[src/rtl/mc_cunit_pkg.sv]
// mc_cunit_pkg: shared types and constants for the multi-cycle MIPS control unit.
//   - state_e   : FSM state encoding (4 bits)
//   - OP_*      : primary opcodes (instr[31:26]) understood by the unit
//   - AOP_*     : ALU operation codes driven on AOp
//   - ALUB_*    : ALU B-input select codes driven on ALUsrc
//   - ctrl_t    : packed bundle of every control strobe, produced by the decoder
package mc_cunit_pkg;

  localparam int unsigned OP_W    = 6;
  localparam int unsigned STATE_W = 4;
  localparam int unsigned AOP_MIN = 3;
  localparam int unsigned ALUB_W  = 2;

  typedef enum logic [STATE_W-1:0] {
    S_IDLE   = 4'd0,
    S_FETCH  = 4'd1,
    S_DECODE = 4'd2,
    S_REX    = 4'd3,
    S_RWB    = 4'd4,
    S_IEX    = 4'd5,
    S_IWB    = 4'd6,
    S_MADR   = 4'd7,
    S_MRD    = 4'd8,
    S_MWR    = 4'd9,
    S_MWB    = 4'd10,
    S_BEQ    = 4'd11,
    S_JMP    = 4'd12,
    S_TRAP   = 4'd13
  } state_e;

  localparam logic [OP_W-1:0] OP_RTYPE = 6'b000000;
  localparam logic [OP_W-1:0] OP_ADDI  = 6'b001000;
  localparam logic [OP_W-1:0] OP_SLTI  = 6'b001010;
  localparam logic [OP_W-1:0] OP_ANDI  = 6'b001100;
  localparam logic [OP_W-1:0] OP_ORI   = 6'b001101;
  localparam logic [OP_W-1:0] OP_LW    = 6'b100011;
  localparam logic [OP_W-1:0] OP_SW    = 6'b101011;
  localparam logic [OP_W-1:0] OP_BEQ   = 6'b000100;
  localparam logic [OP_W-1:0] OP_J     = 6'b000010;

  localparam logic [AOP_MIN-1:0] AOP_NONE  = 3'b000;
  localparam logic [AOP_MIN-1:0] AOP_SUB   = 3'b001;
  localparam logic [AOP_MIN-1:0] AOP_FUNCT = 3'b010;
  localparam logic [AOP_MIN-1:0] AOP_ADD   = 3'b011;
  localparam logic [AOP_MIN-1:0] AOP_SLT   = 3'b100;
  localparam logic [AOP_MIN-1:0] AOP_AND   = 3'b101;
  localparam logic [AOP_MIN-1:0] AOP_OR    = 3'b110;

  localparam logic [ALUB_W-1:0] ALUB_RT     = 2'b00;
  localparam logic [ALUB_W-1:0] ALUB_FOUR   = 2'b01;
  localparam logic [ALUB_W-1:0] ALUB_IMM    = 2'b10;
  localparam logic [ALUB_W-1:0] ALUB_IMMSH2 = 2'b11;

  // Complete set of control strobes for one cycle.
  typedef struct packed {
    logic                pc_write;
    logic                branch;
    logic                jump;
    logic                iord;
    logic                mread;
    logic                mwrite;
    logic                ir_write;
    logic                mtor;
    logic                regds;
    logic                urw;
    logic                alusrc_a;
    logic [ALUB_W-1:0]   alusrc;
    logic [AOP_MIN-1:0]  aop;
    logic                instr_done;
    logic                illegal;
  } ctrl_t;

  // True for every opcode the unit can sequence.
  function automatic logic op_supported(input logic [OP_W-1:0] op);
    logic ok;
    ok = 1'b0;
    case (op)
      OP_RTYPE, OP_ADDI, OP_SLTI, OP_ANDI, OP_ORI,
      OP_LW, OP_SW, OP_BEQ, OP_J: ok = 1'b1;
      default:                    ok = 1'b0;
    endcase
    return ok;
  endfunction

  // ALU operation for the immediate-ALU execute step.
  function automatic logic [AOP_MIN-1:0] iex_aop(input logic [OP_W-1:0] op);
    logic [AOP_MIN-1:0] a;
    a = AOP_ADD;
    case (op)
      OP_ADDI: a = AOP_ADD;
      OP_SLTI: a = AOP_SLT;
      OP_ANDI: a = AOP_AND;
      OP_ORI:  a = AOP_OR;
      default: a = AOP_ADD;
    endcase
    return a;
  endfunction

endpackage

[src/rtl/mc_cunit_odec.sv]
// mc_cunit_odec: combinational output decoder for the multi-cycle control unit.
// Ports:
//   state    in   current FSM state (registered in the top level)
//   uin      in   live opcode; only looked at in S_DECODE (IR is stable there)
//   opcode   in   opcode captured at decode; drives the S_IEX ALU operation
//   mem_rdy  in   effective memory-ready (already forced high if handshake off)
//   ctrl_c   out  control strobes for this cycle
// Outputs depend on state only, except the mem_rdy gating of the fetch
// strobes and store completion, and the illegal-NOP completion in decode.
module mc_cunit_odec
  import mc_cunit_pkg::*;
#(
  parameter bit ILLEGAL_TRAP = 1'b1
) (
  input  state_e          state,
  input  logic [OP_W-1:0] uin,
  input  logic [OP_W-1:0] opcode,
  input  logic            mem_rdy,
  output ctrl_t           ctrl_c
);

  // Per-state strobe decode; everything not set stays 0.
  always_comb begin
    ctrl_c = '0;
    case (state)
      S_FETCH: begin
        ctrl_c.mread    = 1'b1;
        ctrl_c.iord     = 1'b0;
        ctrl_c.alusrc_a = 1'b0;
        ctrl_c.alusrc   = ALUB_FOUR;
        ctrl_c.aop      = AOP_ADD;
        // IR and PC only load once memory has returned the word.
        ctrl_c.ir_write = mem_rdy;
        ctrl_c.pc_write = mem_rdy;
      end
      S_DECODE: begin
        ctrl_c.alusrc_a   = 1'b0;
        ctrl_c.alusrc     = ALUB_IMMSH2;
        ctrl_c.aop        = AOP_ADD;
        // An unsupported opcode skipped as a NOP finishes right here.
        ctrl_c.instr_done = !ILLEGAL_TRAP && !op_supported(uin);
      end
      S_REX: begin
        ctrl_c.alusrc_a = 1'b1;
        ctrl_c.alusrc   = ALUB_RT;
        ctrl_c.aop      = AOP_FUNCT;
      end
      S_RWB: begin
        ctrl_c.regds      = 1'b1;
        ctrl_c.mtor       = 1'b0;
        ctrl_c.urw        = 1'b1;
        ctrl_c.instr_done = 1'b1;
      end
      S_IEX: begin
        ctrl_c.alusrc_a = 1'b1;
        ctrl_c.alusrc   = ALUB_IMM;
        ctrl_c.aop      = iex_aop(opcode);
      end
      S_IWB: begin
        ctrl_c.regds      = 1'b0;
        ctrl_c.mtor       = 1'b0;
        ctrl_c.urw        = 1'b1;
        ctrl_c.instr_done = 1'b1;
      end
      S_MADR: begin
        ctrl_c.alusrc_a = 1'b1;
        ctrl_c.alusrc   = ALUB_IMM;
        ctrl_c.aop      = AOP_ADD;
      end
      S_MRD: begin
        ctrl_c.mread = 1'b1;
        ctrl_c.iord  = 1'b1;
      end
      S_MWR: begin
        ctrl_c.mwrite     = 1'b1;
        ctrl_c.iord       = 1'b1;
        // A store is complete on the cycle memory accepts it.
        ctrl_c.instr_done = mem_rdy;
      end
      S_MWB: begin
        ctrl_c.regds      = 1'b0;
        ctrl_c.mtor       = 1'b1;
        ctrl_c.urw        = 1'b1;
        ctrl_c.instr_done = 1'b1;
      end
      S_BEQ: begin
        ctrl_c.alusrc_a   = 1'b1;
        ctrl_c.alusrc     = ALUB_RT;
        ctrl_c.aop        = AOP_SUB;
        ctrl_c.branch     = 1'b1;
        ctrl_c.instr_done = 1'b1;
      end
      S_JMP: begin
        ctrl_c.jump       = 1'b1;
        ctrl_c.pc_write   = 1'b1;
        ctrl_c.instr_done = 1'b1;
      end
      S_TRAP: begin
        ctrl_c.illegal = 1'b1;
      end
      default: begin
        ctrl_c = '0;
      end
    endcase
  end

endmodule

[src/rtl/mc_cunit.sv]
// mc_cunit: multi-cycle MIPS control unit. Steps each instruction through
// fetch / decode / execute / memory / writeback on a shared datapath.
// Ports:
//   clk, rst       clock (rising edge), synchronous active-high reset
//   UIn            opcode instr[31:26], sampled in S_DECODE
//   mem_ready      memory finished the current access
//   PCWrite, Branch, Jump           PC update controls
//   IorD, MRead, MWrite, IRWrite    memory / IR controls
//   MtoR, RegDs, Urw                register-file write controls
//   ALUsrcA, ALUsrc, AOp            ALU operand / operation select
//   instr_done     pulse on the last cycle of each instruction
//   illegal        high while trapped on an unsupported opcode
module mc_cunit
  import mc_cunit_pkg::*;
#(
  parameter int unsigned AOP_W         = 3,
  parameter bit          ILLEGAL_TRAP  = 1'b1,
  parameter bit          MEM_HANDSHAKE = 1'b1
) (
  input  logic             clk,
  input  logic             rst,
  input  logic [OP_W-1:0]  UIn,
  input  logic             mem_ready,
  output logic             PCWrite,
  output logic             Branch,
  output logic             Jump,
  output logic             IorD,
  output logic             MRead,
  output logic             MWrite,
  output logic             IRWrite,
  output logic             MtoR,
  output logic             RegDs,
  output logic             Urw,
  output logic             ALUsrcA,
  output logic [ALUB_W-1:0] ALUsrc,
  output logic [AOP_W-1:0] AOp,
  output logic             instr_done,
  output logic             illegal
);

  state_e          state_q, state_d;
  logic [OP_W-1:0] opcode_q, opcode_d;
  logic            mem_rdy;
  ctrl_t           ctrl_c;

  // With the handshake disabled every memory access completes in one cycle.
  always_comb begin
    mem_rdy = MEM_HANDSHAKE ? mem_ready : 1'b1;
  end

  // State and captured-opcode registers.
  always_ff @(posedge clk) begin
    if (rst) begin
      state_q  <= S_IDLE;
      opcode_q <= OP_RTYPE;
    end else begin
      state_q  <= state_d;
      opcode_q <= opcode_d;
    end
  end

  // Opcode is latched in decode so later UIn changes cannot disturb execute.
  always_comb begin
    opcode_d = opcode_q;
    if (state_q == S_DECODE) begin
      opcode_d = UIn;
    end
  end

  // Next-state logic.
  always_comb begin
    state_d = state_q;
    case (state_q)
      S_IDLE:   state_d = S_FETCH;
      S_FETCH:  if (mem_rdy) state_d = S_DECODE;
      S_DECODE: begin
        case (UIn)
          OP_RTYPE:                         state_d = S_REX;
          OP_ADDI, OP_SLTI, OP_ANDI, OP_ORI: state_d = S_IEX;
          OP_LW, OP_SW:                     state_d = S_MADR;
          OP_BEQ:                           state_d = S_BEQ;
          OP_J:                             state_d = S_JMP;
          default: state_d = ILLEGAL_TRAP ? S_TRAP : S_FETCH;
        endcase
      end
      S_REX:    state_d = S_RWB;
      S_RWB:    state_d = S_FETCH;
      S_IEX:    state_d = S_IWB;
      S_IWB:    state_d = S_FETCH;
      S_MADR:   state_d = (opcode_q == OP_SW) ? S_MWR : S_MRD;
      S_MRD:    if (mem_rdy) state_d = S_MWB;
      S_MWR:    if (mem_rdy) state_d = S_FETCH;
      S_MWB:    state_d = S_FETCH;
      S_BEQ:    state_d = S_FETCH;
      S_JMP:    state_d = S_FETCH;
      S_TRAP:   state_d = S_TRAP;
      default:  state_d = S_IDLE;
    endcase
  end

  // Output decode from the current state.
  mc_cunit_odec #(
    .ILLEGAL_TRAP (ILLEGAL_TRAP)
  ) u_odec (
    .state   (state_q),
    .uin     (UIn),
    .opcode  (opcode_q),
    .mem_rdy (mem_rdy),
    .ctrl_c  (ctrl_c)
  );

  // Fan the strobe bundle out to the legacy port names.
  always_comb begin
    PCWrite    = ctrl_c.pc_write;
    Branch     = ctrl_c.branch;
    Jump       = ctrl_c.jump;
    IorD       = ctrl_c.iord;
    MRead      = ctrl_c.mread;
    MWrite     = ctrl_c.mwrite;
    IRWrite    = ctrl_c.ir_write;
    MtoR       = ctrl_c.mtor;
    RegDs      = ctrl_c.regds;
    Urw        = ctrl_c.urw;
    ALUsrcA    = ctrl_c.alusrc_a;
    ALUsrc     = ctrl_c.alusrc;
    AOp        = AOP_W'(ctrl_c.aop);
    instr_done = ctrl_c.instr_done;
    illegal    = ctrl_c.illegal;
  end

endmodule

[config.mk]
export PLATFORM = sky130hd
export DESIGN_NAME = mc_cunit
export DESIGN_NICKNAME = d
export VERILOG_FILES = /design/src/rtl/mc_cunit_pkg.sv /design/src/rtl/mc_cunit_odec.sv /design/src/rtl/mc_cunit.sv
export SDC_FILE = /design/constraint.sdc
export NUM_CORES = 1
export LEC_CHECK = 0
export CORE_UTILIZATION = 45
export DETAILED_ROUTE_END_ITERATION = 7
export PLACE_DENSITY = 0.79
export REMOVE_ABC_BUFFERS = 1
export SLEW_MARGIN = 20
export SYNTH_ARGS = -nofsm -noshare
export SYNTH_HDL_FRONTEND = slang
export SYNTH_SLANG_ARGS = --single-unit
[constraint.sdc]
create_clock -name clk -period 3.1 [get_ports clk]
set_input_delay 0.775 -clock clk [delete_from_list [all_inputs] [get_ports clk]]
set_output_delay 0.775 -clock clk [all_outputs]
set_load 0.02 [all_outputs]
-- Word-level counts from Yosys, hierarchy flattened
Index checks and enable logic that the tools add are counted.
- input port bits: 9
- output and inout bits: 18
- register bits: 10
- multiplexer cells: 18
- reduce and logical (&&, ||, !) cells: 9
- equality and inequality tests: 28
- operator list (cell ; count):
    == test 6 x 4 -> 1 bit, second input constant ; 7
    case mux 4 bit (9 select lines) ; 1
    case mux 6 bit (6 select lines) ; 1
    == test 4 bit, second input constant ; 6
    case mux 4 bit (5 select lines) ; 1
    == test 6 bit, second input constant ; 3
    case mux 3 bit (3 select lines) ; 2
    == test 4 x 3 -> 1 bit, second input constant ; 4
    two-way mux 4 bit ; 3
    == test 4 x 2 -> 1 bit, second input constant ; 2
    two-way mux 1 bit ; 8
    == test 6 x 2 -> 1 bit, second input constant ; 1
    == test 6 x 3 -> 1 bit, second input constant ; 1
    zero test 6 bit ; 1
    != test 2 bit, second input constant ; 3
    OR reduction 2 bit ; 3
    OR reduction 6 bit ; 1
    OR reduction 5 bit ; 1
    == test 4 x 1 -> 1 bit, second input constant ; 1
    zero test 4 bit ; 1
    case mux 1 bit (2 select lines) ; 2
    OR reduction 4 bit ; 1
    AND reduction 3 bit ; 1

-- Depth between registers and ports, before layout
- word-level depth: 4
- gate-level depth with buffers: 6

-- Modules after synthesis
From an unflattened synthesis, not the netlist that was laid out.
- cell total of the unflattened synthesis: 117
- area total of the unflattened synthesis: 954.7 um^2
- by module, submodules not included (module ; instances ; cells each ; area each (um^2)):
    mc_cunit ; 1 ; 70 ; 655.6
    mc_cunit_odec ; 1 ; 47 ; 299.0

-- Least setup slack after synthesis
OpenSTA, ideal clock, no wires.
- path type: input to output
- start point: input port mem_ready
- end point: output port instr_done
- data required time: 2325 ps
- arrival: 1399 ps
- cell stages on the path: 2
- slack: 926 ps
- path buffers: 0
- cells stage by stage: a21oi_1 -> o32ai_1
- longest elaborated chain between the ends: 1
- ends and longest elaborated chain (element ; line ; text):
    start: declaration ; mc_cunit.sv:23 ; input logic mem_ready,
    case mux 1 bit (2 select lines) ; mc_cunit_odec.sv:25 ; case (state)
    end: declaration ; mc_cunit.sv:37 ; output logic instr_done,
Every way passes these cells.

-- Final worst setup path
Ends and elaborated chain as after synthesis.

==> impl_metrics.env <==
export IMPL_status="complete, no violations"
export IMPL_critPathLaunch="mem_ready"
export IMPL_min_period_ps=2980
export IMPL_diodes=0
export IMPL_gr_usage_all_layers=0.225
export IMPL_die_height_microns=44.8
export IMPL_placementRows=15
export IMPL_setup_viol=0
export IMPL_hp_start="opcode_q[1]$_SDFFE_PP0P_"
export IMPL_synth_xor_area_frac=0.0213
export IMPL_wl_per_cell_microns=11.5
export IMPL_grt_pass1_vias=789
export IMPL_cts_buffer_depth=2
export IMPL_hp_class="reg2reg"
export IMPL_slowest_delay_ps=650
export IMPL_worstPathRequired_ps=2320
export IMPL_first_iter_violations=26
export IMPL_crit_path_cell_trace="clkdlybuf4s50_1 > a21oi_1 > o32ai_1 > clkdlybuf4s50_1"
export IMPL_critPathKind="in2out"
export IMPL_synth_flop_cell="dfxtp_1"
export IMPL_p_int_uw=465
export IMPL_fmax_ghz=0.336
export IMPL_maxCapViolCount=0
export IMPL_r2r_start="state_q[2]$_SDFFE_PP0P_"
export IMPL_synth_compound_area_frac=0.252
export IMPL_core_sq_um=1730
export IMPL_root_buffer="clkbuf_4"
export IMPL_nets=162
export IMPL_clkTransAtPathRegs_ps=60
export IMPL_numCtsBuffers=3
export IMPL_cts_repair_resized=0
export IMPL_layout_cells_non_filler=177
export IMPL_hold_viol_final=0
export IMPL_syn_instance_count=126
export IMPL_ir_drop_uv=369
export IMPL_p_leak_nw=0.402
export IMPL_port_buffers=26
export IMPL_dieWidth_microns=44.8
export IMPL_start_util=0.477
export IMPL_overflow=0
export IMPL_cts_tree="built"
export IMPL_whs_ps=477
export IMPL_fin_skew_ps=3.93
export IMPL_insertion_delay_ps=260
export IMPL_startpoint_type="input port"
export IMPL_via_count=959
export IMPL_slowest_stage="clkdlybuf4s50_1"
export IMPL_worstPathMaxFanout=2
export IMPL_ys_types=33
export IMPL_post_place_ws_ps=125
export IMPL_io_pin_count=27
export IMPL_finalCritPeriodShare=0.961
export IMPL_synth_top_family_by_area="simple AND/OR/NAND/NOR gates"
export IMPL_grt_pass1_wl_microns=3290
export IMPL_synth_mux_area_frac=0
export IMPL_syn_avg_cell_area_sq_um=6.53
export IMPL_power_uw=841
export IMPL_synth_fa_ha_area_frac=0
export IMPL_dpl_cell_area_sq_um=1090
export IMPL_place_inst=173
export IMPL_r2r_cells=6
export IMPL_yosys_area_share_simple=0.391
export IMPL_wl_microns=2030
export IMPL_cts_hold_fix_buffers=0
export IMPL_setup_tns_final_ps=0
export IMPL_hold_depth=2
export IMPL_cp_common_cell="clkdlybuf4s50_1"
export IMPL_post_cts_buffers=0
export IMPL_critical_path_arrival_ps=2200
export IMPL_drc=0
export IMPL_power_share_switching=0.447
export IMPL_cts_sinks=10
export IMPL_finalWorstSetupSlack_ps=120
export IMPL_gp_congestion=0.838
export IMPL_antenna_left=0
export IMPL_grt_max_degree=19
export IMPL_combPwrFrac=0.612
export IMPL_dpl_hpwl_microns=1560
export IMPL_crit_path_end_kind="output port"
export IMPL_area_delta_synth_final_pct=36.5
export IMPL_worst_pin_slew_ps=576
export IMPL_synth_edf_count=0
export IMPL_die_area_sq_um=2000
export IMPL_synth_warnings=0
export IMPL_final_area_sq_um=1120
export IMPL_pwr_density_cell_nw_per_um2=749
export IMPL_drive_gt1_frac=0.0789
export IMPL_synth_cell_area_sq_um=823
export IMPL_power_frac_clock=0.138
export IMPL_drt_pass1_iter_count=4
export IMPL_p_seq_frac=0.250
export IMPL_ys_seq_elements=10
export IMPL_switchingPower_uw=376
export IMPL_grt_setup_unrepaired="false"
export IMPL_async_flop_share=0
export IMPL_fin_util=0.651
export IMPL_slew_limit_headroom=0.615
export IMPL_synth_seq_area_share=0.243
export IMPL_layout_common_cells="nand2_1, clkdlybuf4s50_1, nor2_1"
export IMPL_slew_viol_final=0
export IMPL_antenna_found_initial=0
export IMPL_htreeDepth=1
export IMPL_routed_via_density=5.42
-- synth_stat cells, drive strengths merged, types with 2 or more instances --
master | number | area (sq um)
nor3b | 2 | 20.0
o21ai | 2 | 10.0
nand2 | 26 | 97.6
a31oi | 4 | 25.0
a21oi | 15 | 75.1
nor2b | 4 | 25.0
xnor2 | 2 | 17.5
dfxtp | 10 | 200
a21o | 2 | 15.0
nand2b | 3 | 18.8
o41ai | 2 | 17.5
buf | 9 | 65.1
nor3 | 4 | 20.0
o22ai | 2 | 12.5
nor2 | 20 | 75.1
inv | 3 | 11.3
nand3 | 3 | 15.0
nor4 | 2 | 12.5
-- worst max-delay path, delay by kind of cell --
kind / cells / cell delay, ps
AOI/OAI and AO/OA: 2 / 300
buffers and inverters: 2 / 1130
-- flip-flops by register name (all words and copies together), names as in the netlist --
| register | count |
|---|---|
| opcode_q | 6 |
| state_q | 4 |
-- metal layers --
layer | wire length, microns | part of all wire | global-route usage | vias up
met4 | 18 | 0.0089 | 0.121 | 0
met3 | 85 | 0.042 | 0.0280 | 2
met5 | 0 | 0 | 0 | -
met2 | 1010 | 0.50 | 0.385 | 24
li1 | - | - | - | 498
met1 | 912 | 0.45 | 0.275 | 435
-- cells by family (layout without fill, tap and decap cells) --
| logic type | Yosys count | after routing |
|---|---|---|
| compound gates | 33 | 33 |
| xor+xnor | 2 | 2 |
| buf+inv | 12 | 38 |
| flops | 10 | 10 |
| simple gates | 69 | 69 |
-- path summary, 6_finish.rpt --
check             slack [ps]                       end
setup / recovery         120                instr_done
setup reg to reg        1350   state_q[0]$_SDFFE_PP0P_
hold / removal           480  opcode_q[1]$_SDFFE_PP0P_
hold reg to reg          480  opcode_q[1]$_SDFFE_PP0P_
-- layout make-up --
| cell class | count | area, sq um |
|---|---|---|
| Clock buffer | 4 | 36.3 |
| Fill cell | 179 | 603 |
| Inverter | 3 | 11.3 |
| Multi-Input combinational cell | 104 | 547 |
| Sequential cell | 10 | 200 |
| Tap cell | 25 | 31.3 |
| Timing Repair Buffer | 31 | 298 |
-- power groups by stage --
stage	Sequential (mW)	Combinational, mW	Clock (mW)
floorplan	0.222	0.285	0
global placement	0.211	0.507	0
detailed placement	0.213	0.513	0
CTS	0.210	0.516	0.119
global route	0.218	0.563	0.126
finish	0.210	0.515	0.116
Note: power is estimated with default switching activity, not from simulation.
